[src/rtl/if_id_stage_pkg.sv]
// Shared constants for the fetch/decode front end: datapath width, bubble word
// and the RV32I opcodes that decode and immediate generation dispatch on.
package if_id_stage_pkg;

    localparam int unsigned XLEN = 32;

    localparam logic [31:0] NOP_INST = 32'h0000_0013;

    localparam logic [6:0] OPC_LOAD   = 7'd3;
    localparam logic [6:0] OPC_OPIMM  = 7'd19;
    localparam logic [6:0] OPC_STORE  = 7'd35;
    localparam logic [6:0] OPC_BRANCH = 7'd99;

endpackage

[src/rtl/if_id_stage_pc_reg.sv]
// Program counter with its next-PC mux: redirect beats stall, else PC+4.
module pc_reg
    import if_id_stage_pkg::*;
#(
    parameter logic [XLEN-1:0] RESET_PC = '0
) (
    input  logic              clk,
    input  logic              reset,
    input  logic              Stall,
    input  logic              PCSrc,
    input  logic [XLEN-1:2]   TargetWord,
    output logic [XLEN-1:0]   PC
);

    logic [XLEN-1:0] r_pc;
    logic [XLEN-1:0] w_pcNext;

    // A redirect must not be lost to a stall, so PCSrc is tested first.
    always_comb begin
        w_pcNext = r_pc + 32'd4;
        if (PCSrc) begin
            w_pcNext = {TargetWord, 2'b00};
        end else if (Stall) begin
            w_pcNext = r_pc;
        end
    end

    always_ff @(posedge clk) begin
        if (reset) begin
            r_pc <= RESET_PC;
        end else begin
            r_pc <= w_pcNext;
        end
    end

    assign PC = r_pc;

endmodule

[src/rtl/if_id_stage.sv]
// IF stage plus the IF/ID pipeline register, fetch counter and sticky
// misaligned-redirect flag.
module if_id_stage
    import if_id_stage_pkg::*;
#(
    parameter logic [31:0] RESET_PC = 32'h0000_0000,
    parameter logic [31:0] NOP_INST = if_id_stage_pkg::NOP_INST
) (
    input  logic        clk,
    input  logic        reset,
    input  logic        Stall,
    input  logic        Flush,
    input  logic        PCSrc,
    input  logic [31:0] BranchTarget,
    output logic [31:0] IMemAddr,
    input  logic [31:0] IMemData,
    output logic [31:0] IF_ID_PC,
    output logic [31:0] IF_ID_Inst,
    output logic        IF_ID_Valid,
    output logic        MisalignErr,
    output logic [31:0] FetchCount
);

    logic [XLEN-1:0] w_pc;
    logic [XLEN-1:0] r_ifIdPc;
    logic [XLEN-1:0] r_ifIdInst;
    logic            r_ifIdValid;
    logic            r_misalignErr;
    logic [XLEN-1:0] r_fetchCount;

    pc_reg #(
        .RESET_PC (RESET_PC)
    ) u_pc_reg (
        .clk        (clk),
        .reset      (reset),
        .Stall      (Stall),
        .PCSrc      (PCSrc),
        .TargetWord (BranchTarget[XLEN-1:2]),
        .PC         (w_pc)
    );

    // Flush overrides Stall; a redirect without Flush still captures normally.
    always_ff @(posedge clk) begin
        if (reset) begin
            r_ifIdPc     <= '0;
            r_ifIdInst   <= NOP_INST;
            r_ifIdValid  <= 1'b0;
            r_fetchCount <= '0;
        end else if (Flush) begin
            r_ifIdPc    <= '0;
            r_ifIdInst  <= NOP_INST;
            r_ifIdValid <= 1'b0;
        end else if (!Stall) begin
            r_ifIdPc     <= w_pc;
            r_ifIdInst   <= IMemData;
            r_ifIdValid  <= 1'b1;
            r_fetchCount <= r_fetchCount + 32'd1;
        end
    end

    always_ff @(posedge clk) begin
        if (reset) begin
            r_misalignErr <= 1'b0;
        end else if (PCSrc && (BranchTarget[1:0] != 2'b00)) begin
            r_misalignErr <= 1'b1;
        end
    end

    assign IMemAddr    = w_pc;
    assign IF_ID_PC    = r_ifIdPc;
    assign IF_ID_Inst  = r_ifIdInst;
    assign IF_ID_Valid = r_ifIdValid;
    assign MisalignErr = r_misalignErr;
    assign FetchCount  = r_fetchCount;

endmodule

[config.mk]
export PLATFORM = sky130hd
export DESIGN_NAME = if_id_stage
export DESIGN_NICKNAME = d
export VERILOG_FILES = /design/src/rtl/if_id_stage_pkg.sv /design/src/rtl/if_id_stage_pc_reg.sv /design/src/rtl/if_id_stage.sv
export SDC_FILE = /design/constraint.sdc
export NUM_CORES = 1
export LEC_CHECK = 0
export ABC_AREA = 1
export CAP_MARGIN = 25
export CORE_MARGIN = 10
export CORE_UTILIZATION = 47
export DETAILED_ROUTE_END_ITERATION = 16
export HOLD_SLACK_MARGIN = 0.05
export PLACE_DENSITY_LB_ADDON = 0.1
export RECOVER_POWER = 50
export SYNTH_ARGS = -nofsm -noshare
export SYNTH_HDL_FRONTEND = slang
export SYNTH_HIERARCHICAL = 1
export SYNTH_SLANG_ARGS = --single-unit
[constraint.sdc]
create_clock -name clk -period 1.5 [get_ports clk]
set_input_delay 0.375 -clock clk [delete_from_list [all_inputs] [get_ports clk]]
set_output_delay 0.375 -clock clk [all_outputs]
set_load 0.05 [all_outputs]
## Yosys cells after proc, flatten, opt, wreduce, memory -nomap -nowiden

Index checks and enable logic that the tools add are counted.
W data, S select, Z words.

| storage, ports and cells | value |
|---|---|
| register bits after elaboration | 130 |
| bits of input ports | 69 |
| output and inout port bits | 130 |
| logic and storage cells | 19 |

| cells by class | value |
|---|---|
| add/subtract/negate cells | 2 |
| equality and inequality tests | 1 |
| mux-type cells | 2 |
| bitwise logic cells | 2 |
| reduce and logical (&&, ||, !) cells | 5 |

Operator list:

| operator | count |
|---|---|
| $mux W32 | 2 |
| $add A32 B1 Y32 const B | 1 |
| $add A32 B3 Y32 const B | 1 |
| $reduce_or A2 Y1 | 2 |
| $ne A2 B1 Y1 const B | 1 |
| $not A1 Y1 | 2 |
| $reduce_and A2 Y1 | 1 |
| $reduce_bool A2 Y1 | 1 |
| $logic_and A1 B1 Y1 | 1 |

## Depth between registers and ports, before layout

Gate-level depths: netlist of the first run.

| depth | value |
|---|---|
| word-level depth | 3 |
| gate-level depth with buffers | 9 |
| mapped depth without buffers | 9 |

## Cells and area by module

Netlist of the first run, hierarchy kept.

Modules (own cells, without submodules):

| module | times used | cells an instance | area an instance (um^2) | sequential area each (um^2) |
|---|---|---|---|---|
| if_id_stage | 1 | 565 | 4,001.3 | 1,961.9 |
| pc_reg | 1 | 369 | 2,177.1 | 600.6 |

## Worst setup path after synthesis of the first run

Ideal clock, no wire load.

| timing | value |
|---|---|
| path kind | register to register |
| from | register r_fetchCount[1] (netlist: FetchCount[1]) |
| to | register r_fetchCount[14] (netlist: FetchCount[14]) |
| arrival time | 1,734 ps |
| path slack | -350 ps |
| cell stages (with the launch flop) | 8 |
| period minus slack after synthesis | 1,850 ps |
| cell sequence | dfxtp_1 > ha_1 > nand3_1 > nor2_4 > nand3_2 > or2_0 > o21ai_0 > nor2_1 |

| between the ends | value |
|---|---|
| word-level cells in the longest chain between the ends | 1 |

RTL lines:

| what | line | RTL |
|---|---|---|
| from (decl) | if_id_stage.sv:29 | `logic [XLEN-1:0] r_fetchCount;` |
| from (signal assigned) | if_id_stage.sv:57 | `r_fetchCount <= r_fetchCount + 32'd1;` |
| $add A32 B1 Y32 | if_id_stage.sv:57 |  |

No other way between the ends.
A chain may end at the register's enable or synchronous reset.

## Worst setup path after layout of the first run

| timing | value |
|---|---|
| from | input port PCSrc |
| to | register u_pc_reg.r_pc[25] (netlist: u_pc_reg/PC[25]) |

| between the ends | value |
|---|---|
| word-level cells in the longest chain between the ends | 1 |
| elaborated cells between the ends (all ways) | 2 |
| classes of those cells | eq/ne: 1; mux: 1 |

RTL lines:

| what | line | RTL |
|---|---|---|
| from (decl) | if_id_stage.sv:13 | `input logic PCSrc,` |
| $ne A2 B1 Y1 (no line) / $mux W32 (equally long branches) | - |  |
| to (signal assigned) | if_id_stage_pc_reg.sv:32 | `r_pc <= w_pcNext;` |
| to (decl) | if_id_stage_pc_reg.sv:15 | `logic [XLEN-1:0] r_pc;` |

Parallel ways exist; a longest one is shown, timed or not.

==> metrics.md, run 1 <==
| Metric | Value |
|---|---|
| Mapped cell area | between 6000 and 7000 um2 |
| Hold-fix buffers, CTS | 0 |
| Post-Syn Instances | 934 |
| Worst setup path startpoint | PCSrc |
| DIE WIDTH | between 100 and 150 um |
| Status | finished with violations |
| H-tree levels | 4 |
| Sum of negative setup slack | -0.100 ns |
| DIE AREA | approximately 18,000 um2 |
| Clock slew seen by the registers of the worst setup and hold paths | 0.06 ns |
| CP arrival | between 1.5 and 2 ns |
| Number of antenna violations at the first check in global routing | 1 |
| Smallest setup slack after layout | -0.0465 ns |
| Final count of hold timing violations | 0 |
| GRT Resource Usage Total | 0.252 |
| Commonest non-fill, non-tap cell in the layout | sky130_fd_sc_hd__nand2_1 |
| Count of nets left with antenna violations after detail routing | 0 |
| Clock latency at the later pin of the worst-skew pair | ~0.44 ns |
| Root Driver | sky130_fd_sc_hd__clkbuf_16 |
| Max frequency | between 600 and 700 MHz |
| Fin Hold WS | roughly 0.43 ns |
| Setup repair after global routing missed its margin | yes |
| Effective utilization at floorplan | 0.486 |
| Routed WL | between 20,000 and 30,000 um |
| Cell variety after synth | 33 |
| Cell Rows | 41 |
| Category of the worst setup path capture point | register |
| Final setup viols | 4 |
| Largest net degree at the start of global routing | slightly above 60 |
| Clock Sinks | about 130 |
| Core area | roughly 13,000 um2 |
| Total routed wire length on the met1 layer | just over 9000 um |
| Worst vdd ir | 0.000750 V |
| Pre-CTS setup slack | -0.353 ns |
| Deepest clock path buffer count | 2 |
| Detail Route met2 WL | 12,900 um |
| Maximum fanout count along the critical path | 12 |
| Final net count | ~1,300 |
| Avg Vias per Cell | roughly 5.5 |
| Max layer used | met4 |
| Data required time at the worst endpoint | about 1.9 ns |
| Final weighted congestion in routability-driven placement | 0.912 |
| Overflow left after global routing | 0 |
| Sequential fraction of the synthesis area | 0.415 |
| Max-cap violations | 0 |
| Period Utilization, post-route | 1.03 |
| Most frequent cells in the layout | sky130_fd_sc_hd__nand2_1, sky130_fd_sc_hd__buf_12, sky130_fd_sc_hd__a21oi_1 |
| Remaining DRCs | 0 |
| Power density over the cells | slightly below 900 nW/um2 |
| Source of the worst register-to-register timing path | u_pc_reg/PC[16] |
| Length of the first detailed-routing pass in iterations | 7 |
| Total number of yosys warnings | 6 |
| Violation count after the first detailed-route iteration | 854 |
| Register bit count reported by yosys | 128 |
| CTS tree | done |
| Total CTS buffers | 17 |
| Routed length per placed instance | around 19 um |
| Final critical path time including I/O delays and setup | 1.55 ns |
| Total leakage power | between 4 and 5 nW |
| Violations in the final reports | setup timing |
| Hold Crit Start | Stall |
| Count of buffers from port buffering | about 200 |
| Avg Inst Size Synth | 6.62 um2 |
| Via count of the first global-routing pass | ~7,300 |
| Die Y-Extent | 135 um |
| Type of the most critical hold path | primary input to register |
| Wire length of the first global-routing pass | 37,000 um |
| Met3 routed wirelength | about 2100 um |
| Number of ports placed on the die boundary | around 200 |
| Area Growth Syn to Fin | 76.7% |
| Share of cells above drive strength 1 | 0.285 |
| Clock Skew | just under 0.02 ns |
| HPWL Detailed | around 17,000 um |
| Detailed-route via count | ~7,500 |
| Category of the worst setup path launch point | primary input |
| Final slew viol count | 0 |
| Type of the worst setup path | primary input to register |
## cell families (layout without fill, tap and decap cells)
group / Yosys count / count (layout) / share of synthesized area
AND/OR/NAND/NOR: 502 / 502 / 0.355
XOR/XNOR: 6 / 6 / 0.00851
buffers and inverters: 138 / 398 / 0.0873
AO/OA/AOI/OAI: 157 / 157 / 0.130
other: 1 / 3 / 0.000607
flip-flops: 128 / 128 / 0.415
adder cells (fa/ha/maj): 2 / 2 / 0.00405
## sequential cells by signal (all words and copies together) (netlist names)
| name | count |
|---|---|
| IF_ID_Valid | 1 |
| IF_ID_PC | 32 |
| IF_ID_Inst | 32 |
| MisalignErr | 1 |
| FetchCount | 32 |
| u_pc_reg/PC | 30 |
## metrics by stage
| step | std cells | instance area [um2] | power, W | utilization |
|---|---|---|---|---|
| finish | 1368 | 10900 | 0.00975 | 0.858 |
| global route | 1368 | 10900 | 0.00994 | 0.858 |
| CTS | 1361 | 10700 | 0.00969 | 0.843 |
| detailed placement | 1328 | 10000 | 0.00524 | 0.790 |
| global placement | 1328 | 10000 | 0.00522 | 0.790 |
| floorplan | 935 | 6250 | 0.00437 | - |
## worst max-delay path, stage by stage
cell and delay [ns]:
sky130_fd_sc_hd__clkdlybuf4s50_1 0.61, sky130_fd_sc_hd__clkbuf_2 0.38, sky130_fd_sc_hd__nand2_1 0.11, sky130_fd_sc_hd__o21ai_0 0.14, sky130_fd_sc_hd__inv_1 0.11, sky130_fd_sc_hd__a21oi_2 0.17
## cell usage after synthesis
| master | n | share of area |
|---|---|---|
| sky130_fd_sc_hd__nand2_1 | 298 | 0.18 |
| sky130_fd_sc_hd__dfxtp_1 | 128 | 0.41 |
| sky130_fd_sc_hd__a21oi_1 | 102 | 0.083 |
| sky130_fd_sc_hd__inv_1 | 99 | 0.060 |
| sky130_fd_sc_hd__nor2_1 | 79 | 0.048 |
| sky130_fd_sc_hd__nand3_1 | 63 | 0.051 |
| sky130_fd_sc_hd__o21ai_0 | 43 | 0.035 |
| sky130_fd_sc_hd__clkbuf_1 | 19 | 0.012 |
| sky130_fd_sc_hd__nor2_2 | 14 | 0.014 |
| sky130_fd_sc_hd__nor2_4 | 12 | 0.022 |
| sky130_fd_sc_hd__nand4_1 | 11 | 0.011 |
| sky130_fd_sc_hd__nand2_2 | 8 | 0.0081 |
| sky130_fd_sc_hd__buf_2 | 7 | 0.0057 |
| sky130_fd_sc_hd__nor3_1 | 6 | 0.0049 |
| sky130_fd_sc_hd__a31oi_1 | 5 | 0.0051 |
| sky130_fd_sc_hd__buf_1 | 5 | 0.0030 |
| sky130_fd_sc_hd__inv_2 | 4 | 0.0024 |
| sky130_fd_sc_hd__xnor2_1 | 4 | 0.0057 |
| sky130_fd_sc_hd__and2_1 | 3 | 0.0030 |
| sky130_fd_sc_hd__buf_4 | 3 | 0.0036 |
| sky130_fd_sc_hd__nand2_4 | 3 | 0.0055 |
| sky130_fd_sc_hd__o21a_1 | 3 | 0.0036 |
| sky130_fd_sc_hd__ha_1 | 2 | 0.0040 |
| sky130_fd_sc_hd__o211ai_1 | 2 | 0.0024 |
| sky130_fd_sc_hd__o21ai_1 | 2 | 0.0016 |
| sky130_fd_sc_hd__xor2_1 | 2 | 0.0028 |
| sky130_fd_sc_hd__clkbuf_2 | 1 | 0.00081 |
| sky130_fd_sc_hd__conb_1 | 1 | 0.00061 |
| sky130_fd_sc_hd__nand3_2 | 1 | 0.0016 |
| sky130_fd_sc_hd__nand3b_1 | 1 | 0.0012 |
| sky130_fd_sc_hd__nor4_1 | 1 | 0.0010 |
| sky130_fd_sc_hd__or2_0 | 1 | 0.0010 |
| sky130_fd_sc_hd__or2_2 | 1 | 0.0010 |
## area by class of cell
type / instances / area, um2
clock inverters: 7 / 119
flip-flops and latches: 128 / 2650
inverters: 103 / 389
multi-input cells: 669 / 3230
repair buffers: 263 / 3790
fillers: 714 / 1810
clock buffers: 25 / 527
well taps: 172 / 215
diodes: 1 / 2.50
## per-layer routing
| metal | up-vias | global-route usage |
|---|---|---|
| li1 | 3466 | - |
| met1 | 3477 | 0.268 |
| met2 | 478 | 0.445 |
| met3 | 125 | 0.0720 |
| met4 | 0 | 0.126 |
| met5 | - | 0 |
## report_power, final
part / internal [W] / switching (W) / total [W] / leakage (nW)
Sequential: 0.00350 / 0.000141 / 0.00364 / 1.06
Combinational: 0.000732 / 0.000860 / 0.00159 / 2.94
Clock: 0.00294 / 0.00158 / 0.00452 / 0.311
## repair_timing
| action | CTS | global route |
|---|---|---|
| pin swaps | 2 | 19 |
| endpoints found under the setup margin | 7 | 34 |
| gates resized for setup | 5 | 50 |
| hold endpoints to repair | 0 | 0 |
| cloned | 0 | 0 |
| buffers inserted | 1 | 6 |
## worst paths after layout
kind | to | slack (ns) | cells past startpoint
worst min-delay path | IF_ID_PC[3] | 0.43 | 4
worst max register to register | u_pc_reg/PC[21] | -0.03 | 8
worst min register to register | IF_ID_PC[21] | 0.50 | 2
worst max-delay path | u_pc_reg/PC[25] | -0.05 | 6
No activity file was read; power rests on OpenSTA's default activity.
==> inputs of run 2 (changes only) <==
--- a/config.mk
+++ b/config.mk
@@ -10,6 +10,7 @@
 export CORE_MARGIN = 10
 export CORE_UTILIZATION = 47
 export DETAILED_ROUTE_END_ITERATION = 16
+export GPL_ROUTABILITY_DRIVEN = 1
 export HOLD_SLACK_MARGIN = 0.05
 export PLACE_DENSITY_LB_ADDON = 0.1
 export RECOVER_POWER = 50
==> results of run 2 <==
Final layout, timing and power as in run 1 (identical DEF).
==> inputs of run 3 (changes only) <==
--- a/config.mk
+++ b/config.mk
@@ -14,6 +14,7 @@
 export HOLD_SLACK_MARGIN = 0.05
 export PLACE_DENSITY_LB_ADDON = 0.1
 export RECOVER_POWER = 50
+export SLEW_MARGIN = 20
 export SYNTH_ARGS = -nofsm -noshare
 export SYNTH_HDL_FRONTEND = slang
 export SYNTH_HIERARCHICAL = 1
==> results of run 3 <==
Final layout, timing and power as in run 1 (identical DEF).
